**src/rtl/fifo_drain_pkg.sv**
```systemverilog
// Shared types and sizing for the FIFO burst-drain block.
package fifo_drain_pkg;

  localparam int unsigned DEFAULT_DATA_W = 8;
  localparam int unsigned MAX_DATA       = 16;
  localparam int unsigned CNT_W          = $clog2(MAX_DATA + 1);

  typedef enum logic [1:0] {
    IDLE,
    BURST,
    FLUSH
  } drain_state_t;

endpackage

```
**src/rtl/drain_out_reg.sv**
```systemverilog
// Output register slice: holds one beat until the downstream accepts it.
module drain_out_reg
  import fifo_drain_pkg::*;
#(
  parameter int unsigned DATA_W = DEFAULT_DATA_W
) (
  input  logic              clk,
  input  logic              rst,
  input  logic              load,
  input  logic [DATA_W-1:0] load_data,
  input  logic              load_last,
  input  logic              m_ready,
  output logic              m_valid,
  output logic [DATA_W-1:0] m_data,
  output logic              m_last,
  output logic              slot_free
);

  logic              valid_q;
  logic [DATA_W-1:0] data_q;
  logic              last_q;

  always_ff @(posedge clk) begin
    if (rst) begin
      valid_q <= 1'b0;
      data_q  <= '0;
      last_q  <= 1'b0;
    end else if (load) begin
      valid_q <= 1'b1;
      data_q  <= load_data;
      last_q  <= load_last;
    end else if (valid_q && m_ready) begin
      valid_q <= 1'b0;
    end
  end

  assign m_valid   = valid_q;
  assign m_data    = data_q;
  assign m_last    = last_q;
  assign slot_free = !valid_q || m_ready;

endmodule

```
**src/rtl/fifo_burst_drain.sv**
```systemverilog
// Pops the byte FIFO in full bursts, or flushes a partial burst after an idle timeout.
module fifo_burst_drain
  import fifo_drain_pkg::*;
#(
  parameter int unsigned DATA_W    = DEFAULT_DATA_W,
  parameter int unsigned BURST_LEN = 4,
  parameter int unsigned TIMEOUT   = 15
) (
  input  logic              clk,
  input  logic              rst,
  input  logic [CNT_W-1:0]  fifo_count,
  input  logic              fifo_empty,
  input  logic [DATA_W-1:0] fifo_rdata,
  output logic              fifo_ren,
  output logic              m_valid,
  input  logic              m_ready,
  output logic [DATA_W-1:0] m_data,
  output logic              m_last,
  output logic              busy,
  output logic              flush_pulse
);

  localparam int unsigned        WAIT_W    = $clog2(TIMEOUT) + 1;
  localparam logic [CNT_W-1:0]   BURST_C   = CNT_W'(BURST_LEN);
  localparam logic [CNT_W-1:0]   ONE_BEAT  = CNT_W'(1);
  localparam logic [WAIT_W-1:0]  WAIT_LAST = WAIT_W'(TIMEOUT - 1);
  localparam logic [WAIT_W-1:0]  WAIT_MAX  = '1;

  drain_state_t      state_q, state_d;
  logic [CNT_W-1:0]  beats_q, beats_d;
  logic [WAIT_W-1:0] wait_q,  wait_d;
  logic              flush_q, flush_d;
  logic              slot_free;
  logic              pop;

  assign pop = !rst && (state_q != IDLE) && (beats_q != '0) && !fifo_empty && slot_free;

  assign fifo_ren    = pop;
  assign busy        = (state_q != IDLE);
  assign flush_pulse = flush_q;

  always_ff @(posedge clk) begin
    if (rst) begin
      state_q <= IDLE;
      beats_q <= '0;
      wait_q  <= '0;
      flush_q <= 1'b0;
    end else begin
      state_q <= state_d;
      beats_q <= beats_d;
      wait_q  <= wait_d;
      flush_q <= flush_d;
    end
  end

  always_comb begin
    state_d = state_q;
    beats_d = beats_q;
    wait_d  = wait_q;
    flush_d = 1'b0;
    unique case (state_q)
      IDLE: begin
        if (fifo_count >= BURST_C) begin
          state_d = BURST;
          beats_d = BURST_C;
          wait_d  = '0;
        end else if (!fifo_empty && (wait_q == WAIT_LAST)) begin
          state_d = FLUSH;
          beats_d = fifo_count;
          wait_d  = '0;
          flush_d = 1'b1;
        end else if (!fifo_empty) begin
          if (wait_q != WAIT_MAX) wait_d = wait_q + 1'b1;
        end else begin
          wait_d = '0;
        end
      end
      BURST, FLUSH: begin
        // A zero-length flush (count disagreeing with empty) must not lock the block up.
        if (beats_q == '0) begin
          state_d = IDLE;
        end else if (pop) begin
          beats_d = beats_q - 1'b1;
          if (beats_q == ONE_BEAT) state_d = IDLE;
        end
      end
      default: state_d = IDLE;
    endcase
  end

  drain_out_reg #(
    .DATA_W(DATA_W)
  ) u_out (
    .clk      (clk),
    .rst      (rst),
    .load     (pop),
    .load_data(fifo_rdata),
    .load_last(beats_q == ONE_BEAT),
    .m_ready  (m_ready),
    .m_valid  (m_valid),
    .m_data   (m_data),
    .m_last   (m_last),
    .slot_free(slot_free)
  );

endmodule

```
**config.mk**
```make
export PLATFORM = sky130hd
export DESIGN_NAME = fifo_burst_drain
export DESIGN_NICKNAME = d
export VERILOG_FILES = /design/src/rtl/fifo_drain_pkg.sv /design/src/rtl/drain_out_reg.sv /design/src/rtl/fifo_burst_drain.sv
export SDC_FILE = /design/constraint.sdc
export NUM_CORES = 1
export LEC_CHECK = 0
export CORE_MARGIN = 2
export CORE_UTILIZATION = 55
export DETAILED_ROUTE_END_ITERATION = 10
export DONT_BUFFER_PORTS = 1
export MAX_ROUTING_LAYER = met4
export PLACE_DENSITY_LB_ADDON = 0.3
export RECOVER_POWER = 100
export SYNTH_ARGS = -nofsm -noshare
export SYNTH_HDL_FRONTEND = slang
export SYNTH_SLANG_ARGS = --single-unit
```
**constraint.sdc**
```tcl
create_clock -name clk -period 1.8 [get_ports clk]
set_input_delay 0.27 -clock clk [delete_from_list [all_inputs] [get_ports clk]]
set_output_delay 0.27 -clock clk [all_outputs]
set_load 0.02 [all_outputs]
```
After elaboration in Yosys (flattened, before gate mapping)
Cells that the tools add are included.
{ "op_classes": {"n_addsub": 2, "muxes": 18, "n_reduce_logical": 22, "bitwise_logic": 1, "n_lt_le_gt_ge": 1, "n_eq_ne": 10} }
{ "ops": {"columns": ["cell", "n"], "rows": [
  ["5-bit two-way mux", 8],
  ["2-bit two-way mux", 5],
  ["5-bit case mux with 2 select lines", 1],
  ["1-bit logical AND", 6],
  ["3-bit != test, second input constant", 2],
  ["2-bit nonzero test", 3],
  ["5-bit by 1-bit adder with 5-bit output, second input constant", 1],
  ["5-bit by 1-bit equality test with 1-bit output, second input constant", 1],
  ["5-bit by 4-bit equality test with 1-bit output, second input constant", 1],
  ["5-bit by 3-bit greater-or-equal comparator with 1-bit output, second input constant", 1],
  ["5-bit zero test", 1],
  ["5-bit != test, second input constant", 1],
  ["5-bit nonzero test", 1],
  ["5-bit by 1-bit subtractor with 5-bit output, second input constant", 1],
  ["2-bit != test, second input constant", 2],
  ["2-bit case mux with 2 select lines", 1],
  ["4-bit AND reduction", 1],
  ["4-bit nonzero test", 1],
  ["1-bit zero test", 3],
  ["1-bit two-way mux", 3],
  ["3-bit by 2-bit != test with 1-bit output, second input constant", 1],
  ["3-bit AND reduction", 1],
  ["3-bit OR reduction", 1],
  ["2-bit by 1-bit equality test with 1-bit output, second input constant", 1],
  ["6 further kinds", 6]
]} }
{ "totals": {"regBits": 23, "in_bits": 17, "output_inout_bits": 13, "word_cells": 61} }

Longest topological paths before layout
{ "depth": {"word_depth": 8, "depth_mapped": 8, "mapped_depth_nobuf": 7} }

Cells and area by module
From an unflattened synthesis, not the netlist that was laid out.
{ "hier_totals": {"cells_unflattened": 134, "area_unflattened_um2": 1194.9} }
{ "modules_own_cells": {"columns": ["module", "cells_per_inst", "area_per_inst_um2", "seq_area_each_um2", "n_inst"], "rows": [
  ["fifo_burst_drain", 101, 839.6, 260.2, 1],
  ["drain_out_reg", 33, 355.3, 200.2, 1]
]} }

Worst setup path after synthesis
Ideal clock, no wire load.
{ "synth_timing": {"path_kind": "register to register", "start": "register state_q[0]", "end": "register beats_q[4]", "path_stages_with_launch": 8, "required_ns": 1.681, "arrival_time_ns": 1.699, "setup_time_ns": 0.119, "setup_slack_ns": -0.018, "path_buffers": 1, "synth_period_minus_slack_ns": 1.818, "cell_sequence": "dfxtp_1 -> inv_1 -> ha_1 -> clkbuf_1 -> or2_2 -> nor3_1 -> a41oi_1 -> o221a_2"} }
{ "synth_between": {"elab_chain_len": 7, "word_cells_on_any_way": 15, "classes_between": "eq/ne (5); mux (1); reduce/logical (9)"} }
{ "synth_lines": {"columns": ["element", "line_no", "rtl"], "rows": [
  ["from (decl)", "fifo_burst_drain.sv:29", "drain_state_t state_q, state_d;"],
  ["from (signal assigned)", "fifo_burst_drain.sv:49", "state_q <= state_d;"],
  ["2-bit nonzero test", "fifo_burst_drain.sv:36", "assign pop = !rst && (state_q != IDLE) && (beats_q != '0) && !fifo_empty && slot_free;"],
  ["1-bit logical AND (4 in series)", "fifo_burst_drain.sv:36", null],
  ["2-bit != test (no source line)", null, null],
  ["4-bit AND reduction (no source line)", null, null],
  ["to (signal assigned)", "fifo_burst_drain.sv:50", "beats_q <= beats_d;"],
  ["to (decl)", "fifo_burst_drain.sv:30", "logic [CNT_W-1:0] beats_q, beats_d;"]
]} }
Parallel ways exist; a longest one is shown, timed or not.
A chain may end at the register's enable or synchronous reset.

Worst setup path after layout
{ "layout_timing": {"start": "register beats_q[1]", "end": "output port fifo_ren"} }
{ "layout_between": {"elab_chain_len": 4} }
{ "layout_lines": {"columns": ["element", "line_no", "rtl"], "rows": [
  ["5-bit nonzero test", "fifo_burst_drain.sv:36", null],
  ["1-bit logical AND (3 in series)", "fifo_burst_drain.sv:36", null],
  ["to (decl)", "fifo_burst_drain.sv:14", "output logic fifo_ren,"]
]} }
No other way between the ends.

==> qor.yml <==
worst_setup_path:
  ff2ff_path_depth: 6
  cp_num_cells: 4
  required_ns: 1.53
  cpMaxStageDelayCell: "or4b_4"
  path_class: "reg2out"
  critical_path_arrival_ns: 1.59
  end_kind: "output pin"
  crit_path_max_fanout: 6
  start_kind: "flip-flop"
  critPathTopFamily: "simple AND/OR/NAND/NOR gates"
  crit_buf_inv: 1
  max_stage_delay_ns: 0.46
  cp_cell_sequence: "inv_2, ha_4, or4b_4, and4_4"
placement:
  place_congestion: 0.9204
  dp_slack_ns: -0.09517
  dp_hpwl_mm: 2.055
  dp_cells: 178
  port_buffers: 0
yosys:
  synth-xor-area-share_pct: 0
  synth_common_cells: "dfxtp_1, nor2_1, mux2i_1"
  synth_area_um2: 1236
  synth_top_area_cell: "dfxtp_1"
  synth_top_family_by_area: "simple AND/OR/NAND/NOR gates"
  syn_area_per_cell_um2: 8.767
  synth_edf_count: 0
  yosys_warnings: 0
  synth_ff_type: "dfxtp_1"
  synth.distinct_cells: 38
  async_reset_ff_share_pct: 0
  synth_nets: 164
  synth_fa_ha_area_share_pct: 6.073
  synth_compound_area_share_pct: 18.62
  synth_most_common_cell: "dfxtp_1"
  muxShareOfSynthArea_pct: 8.097
  synth-simple-area-share_pct: 24.39
  ys_seq_area_share_pct: 37.25
  yosys_register_bits: 23
  synthCells: 141
  synth.top_cell.area_share_pct: 37.25
  yosys-top-cells-area: "dfxtp_1, mux2i_1, ha_1"
floorplan:
  dieArea_um2: 2643
  chipWidth_um: 51.41
  fp-row-count: 17
  start_util_pct: 56.98
  core_area_um2: 2170
  fp.dieH_um: 51.41
  io_pins: 30
timing:
  post-route-period-util_pct: 103.4
  min_period_ns: 1.862
  setup_viol: 1
  hold_viol: 0
  tightest_slew_ns: 0.5789
  max_freq_mhz: 537.0
  tns_ns: -0.06210
  worst_clock_skew_ns: 0.005496
  fin_hold_ws_ns: 0.009644
  drv_slew: 0
  timing.final.ws_setup_ns: -0.06210
  slew_headroom_pct: 61.28
  rsz0062_at_grt: "yes"
routing:
  routedWlPerCell_um: 18.18
  via_count: 1269
  antenna_left: 0
  drt-total-wl_mm: 3.546
  drtIter0Drc: 41
  drc: 0
  vias_per_cell: 6.508
  drtPass1Iterations: 4
clocking:
  numClockSinks: 23
  clock_latency_ns: 0.32
  cts_max_level: 1
  cts_root_buffer: "clkbuf_4"
  cts_buffers: 3
  cts_tree: "built"
  path_clk_slew_ns: 0.14
  clk_path_buf_depth: 2
power:
  p_total_mw: 2.013
  p_leak_nw: 0.5957
  power.density_nw_per_um2: 1241
  ir_drop_uv: 884.0
global_routing:
  antenna_found_initial: 0
  track_usage_pct: 26.26
  grt_pass1_vias: 1088
  grt_max_degree: 20
  grt_overflow_total: 0
  grt_pass1_wl_mm: 5.002
run_status:
  status: "finished, violations left"
  violations: "setup timing"
flow_run:
  drv_cap: 0
cells_and_area:
  fillers: 155
  drive_gt1_share_pct: 37.72
  syn_to_final_growth_pct: 31.28
  final_cells: 195
  nNetsFinal: 191
  diodes: 0
worst_hold_path:
  min_path_type: "in2reg"
  holdPathStages: 1
[sequential cells by signal, summed over array words and instances, names as in the netlist]
signal / cells
wait_q: 5
state_q: 2
flush_pulse: 1
u_out.m_valid: 1
u_out.m_data: 8
u_out.m_last: 1
beats_q: 5
[per-layer routing]
metal	wire, um	track usage (%)	vias to the layer above
met5	0	-	-
met4	114	9.649	0
met3	318	5.556	19
met2	1691	40.60	71
met1	1421	33.88	608
li1	-	-	571
[repair_timing]
item / in CTS / in global routing
buffers inserted: 4 / 6
pin swaps: 3 / 5
resized for setup: 10 / 26
hold endpoints to repair: 1 / 12
hold buffers: 1 / 1
endpoints found under the setup margin: 16 / 19
cloned: 1 / 0
[cells in the final DEF (no fill, tap or decap), types with 4 or more instances in the layout]
cell      Yosys  routed
buf_4         0      25
dfxtp_1      23      18
nor2_1       17      17
mux2i_1      10      10
nand2_1       7       7
nor3_1        8       6
a21oi_1       6       6
inv_1         9       5
o21ai_0       6       5
nand2b_1      4       4
dfxtp_2       0       4
[per-stage QoR]
step,cell area (um^2),util (%)
floorplan,1241,-
global placement,1358,62.57
detailed placement,1358,62.57
CTS,1464,67.47
global route,1623,74.80
finish,1623,74.80
[kinds of logic after synthesis]
group	count (synthesis)
flip-flops	23
AO/OA/AOI/OAI	30
AND/OR/NAND/NOR	56
adder cells (fa/ha/maj)	6
buffers and inverters	16
multiplexers	10
[where the power goes]
group,switching [mW],internal (mW),total [mW]
Clock,0.170,0.0834,0.254
Sequential,0.0793,0.585,0.664
Combinational,0.566,0.529,1.10
Total,0.816,1.20,2.01
[area by class of cell]
type,count,area [um^2],area share [%]
inverters,10,41.29,2.544
repair buffers,27,207.7,12.80
clock inverters,1,5.005,0.3084
multi-input cells,103,842.1,51.89
flip-flops and latches,23,469.2,28.91
well taps,28,35.03,2.159
clock buffers,3,22.52,1.388
[worst paths after layout]
kind / from / slack (ns) / endpoint
max: beats_q[1]$_SDFFE_PP0P_ / -0.06 / fifo_ren
max reg2reg: wait_q[0]$_SDFFE_PP0P_ / 0.03 / beats_q[4]$_SDFFE_PP0P_
min reg2reg: state_q[0]$_SDFFE_PP0P_ / 0.50 / state_q[0]$_SDFFE_PP0P_
min: rst / 0.01 / beats_q[2]$_SDFFE_PP0P_
Power figures use the tool's default switching activity.
==> variant, RTL diff (config.mk and constraints unchanged) <==
The 3 states of `drain_state_t` get a one-hot encoding in 3 bits.
--- a/src/rtl/fifo_drain_pkg.sv
+++ b/src/rtl/fifo_drain_pkg.sv
@@ -7,6 +7,6 @@
 
-  typedef enum logic [1:0] {
-    IDLE,
-    BURST,
-    FLUSH
+  typedef enum logic [2:0] {
+    IDLE  = 3'b001,
+    BURST = 3'b010,
+    FLUSH = 3'b100
   } drain_state_t;
Check against the original RTL: no difference found for any inputs over 10 cycles, from zero or initial values and one cycle with rst high; not proved beyond that.
==> variant against the unedited design <==
  * The flow still finishes with violations (negative setup slack)
  * Non-clock buffer count decreased by 2
  * First-iteration DRC count decreased by 24%
  * Setup slack got worse by 90 ps
  * Sequential cell count increased by 1
  * Area after synthesis decreased by 2.9%
  * Routed wire length decreased by 2.2%
  * Final area decreased by 4.2%
Power is not compared: it rests on default switching activity, and its combinational part moved more than twofold at a synthesized area within 25%.
==> variant: results (changes against the unedited design) <==
Critical Path Fanout Max = 5 (-1)
Post-Syn Nets = 168 (+2.4%)
Pre-Repair DR Iteration Count = 4 (unchanged)
Failing checks = negative setup slack
Worst VDD drop = 0.576 mV
Deepest clock path buffer count = 2 (unchanged)
H-tree depth = 1 (unchanged)
Power Sequential = 0.575 mW
Worst slew pin tran = 567 ps (-12.0 ps)
Average wire per standard cell = 17.6 µm (-3.2%)
Sw Ratio = 26.8%
Antenna cell count = 0 (unchanged)
Largest register FFs = 8 (unchanged)
Crit path DAT = 1680 ps (+90 ps)
Met3 Resource Use GR = 4.46% (-1.1 points)
Nets = 194 (+1.6%)
Synth area leaders = dfxtp_1 (40%), nand2_1 (7.2%), a21oi_1 (6.3%), ha_1 (6.3%), nand3_1 (2.5%)
Vias in the first global route = 1,128 (+3.7%)
Port Buffers = 0 (unchanged)
Power Total = 1.23 mW
Fill count = 143 (-7.7%)
Post_cts resized = 9 (-1)
Setup Skew = 2.89 ps (-2.61 ps)
Min-delay worst type = in -> reg
PnR worst setup slack = -152 ps (-89.9 ps)
Met2 Usage GRT = 43.4% (+2.8 points)
Leakage = 0.586 nW
CTS Buf Count = 3 (unchanged)
Vias/cell = 6.16 (-5.4%)
Synth async-reset ratio = 0% (unchanged)
Post-synth top cells = dfxtp_1 (24), nand2_1 (23), a21oi_1 (15), nor2_1 (8)
Delay-heaviest family, CP = simple AND/OR/NAND/NOR gates
Met1 Usage GRT = 30.7% (-3.2 points)
1st-iter DRT viols = 31 (-24%)
Seq/Total Area, Yosys = 40.0% (+2.8 points)
Worst-path clk slew = 130 ps
Root Buffer = clkbuf_4
Setup-failing EPs final = 12 (+11)
First-pass GRT wire length = 4.93 mm (-1.5%)
Fin cells = 197 (+1.0%)
Post-Syn Area per Cell = 8.28 µm² (-5.6%)
Post-DP Area = 1330 µm² (-2.2%)
Overall routing resource usage = 25.6% (-0.62 points)
DPL Wire Length = 2.20 mm (+7.1%)
Share of layout cells above drive strength 1 = 25.3% (-12 points)
CP max stage delay = 480 ps (+20 ps)
Gpl congestion = 0.911 (-1.1%)
Initial antenna violation count = 0 (unchanged)
Placed cell count = 182 (+2.2%)
Clock share of power = 31.3%
Setup Fix Bufs, Post-CTS = 3 (-1)
Count of cell types in the netlist = 43 (+13%)
Ys Warns = 0 (unchanged)
Largest net degree at the start of global routing = 25 (+25%)
# hold bufs at CTS = 2 (+1)
Status = complete, but fails checks
[variant: changes by cell type after synthesis, sizes merged, moves of 4 or more]
| cell | before | now |
|---|---|---|
| nand2 | 7 | 23 |
| a21oi | 6 | 16 |
| mux2i | 10 | 0 |
| nor2 | 17 | 8 |
| nor3 | 8 | 3 |
| or2 | 4 | 0 |
[variant: layout make-up]
class	count	area (µm²)	area share, %
Timing Repair Buffer	25	226	14.6
Multi-Input combinational cell	108	717	46.1
Tap cell	27	33.8	2.17
Sequential cell	24	483	31.1
Inverter	8	36.3	2.33
Clock buffer	3	22.5	1.45
Timing Repair inverter	1	5.00	0.322
Clock inverter	1	30.0	1.93
[variant: routing by layer]
layer  up-vias  routed length (µm)
met1       588                1450
met5         -                   0
met2        34                1750
met3        10                 176
li1        581                   -
met4         0                  89
[variant: metrics by stage]
stage                     utilization (%)  setup slack (ps)  setup TNS [ps]
after floorplan                         -             -21.0           -21.0
after global placement               66.3              50.7               0
after detailed placement             66.3             -26.3           -26.3
after CTS                            73.3              -125            -167
after global routing                 77.6              -234           -2150
final                                77.6              -152            -503
[variant: cell families (layout without fill, tap and decap cells)]
kind of cell	count (synthesis)	in the layout	share of synthesized area [%]
xor gates and xnor gates	1	1	0.730
DFF	24	24	40.0
muxes	1	1	0.938
adders and majority gates	6	6	6.26
AOI/OAI and AO/OA	38	38	20.2
buffers and inverters	13	38	4.48
and+or+nand+nor	62	62	27.3
[variant: path summary, 6_finish.rpt]
path                  end       start  depth (start not counted)  slack, ps
max              fifo_ren  beats_q[0]                          5       -150
min          u_out.m_last         rst                          1         10
max reg2reg    beats_q[4]  beats_q[0]                          6        -80
min reg2reg     wait_q[4]   wait_q[4]                          2        510
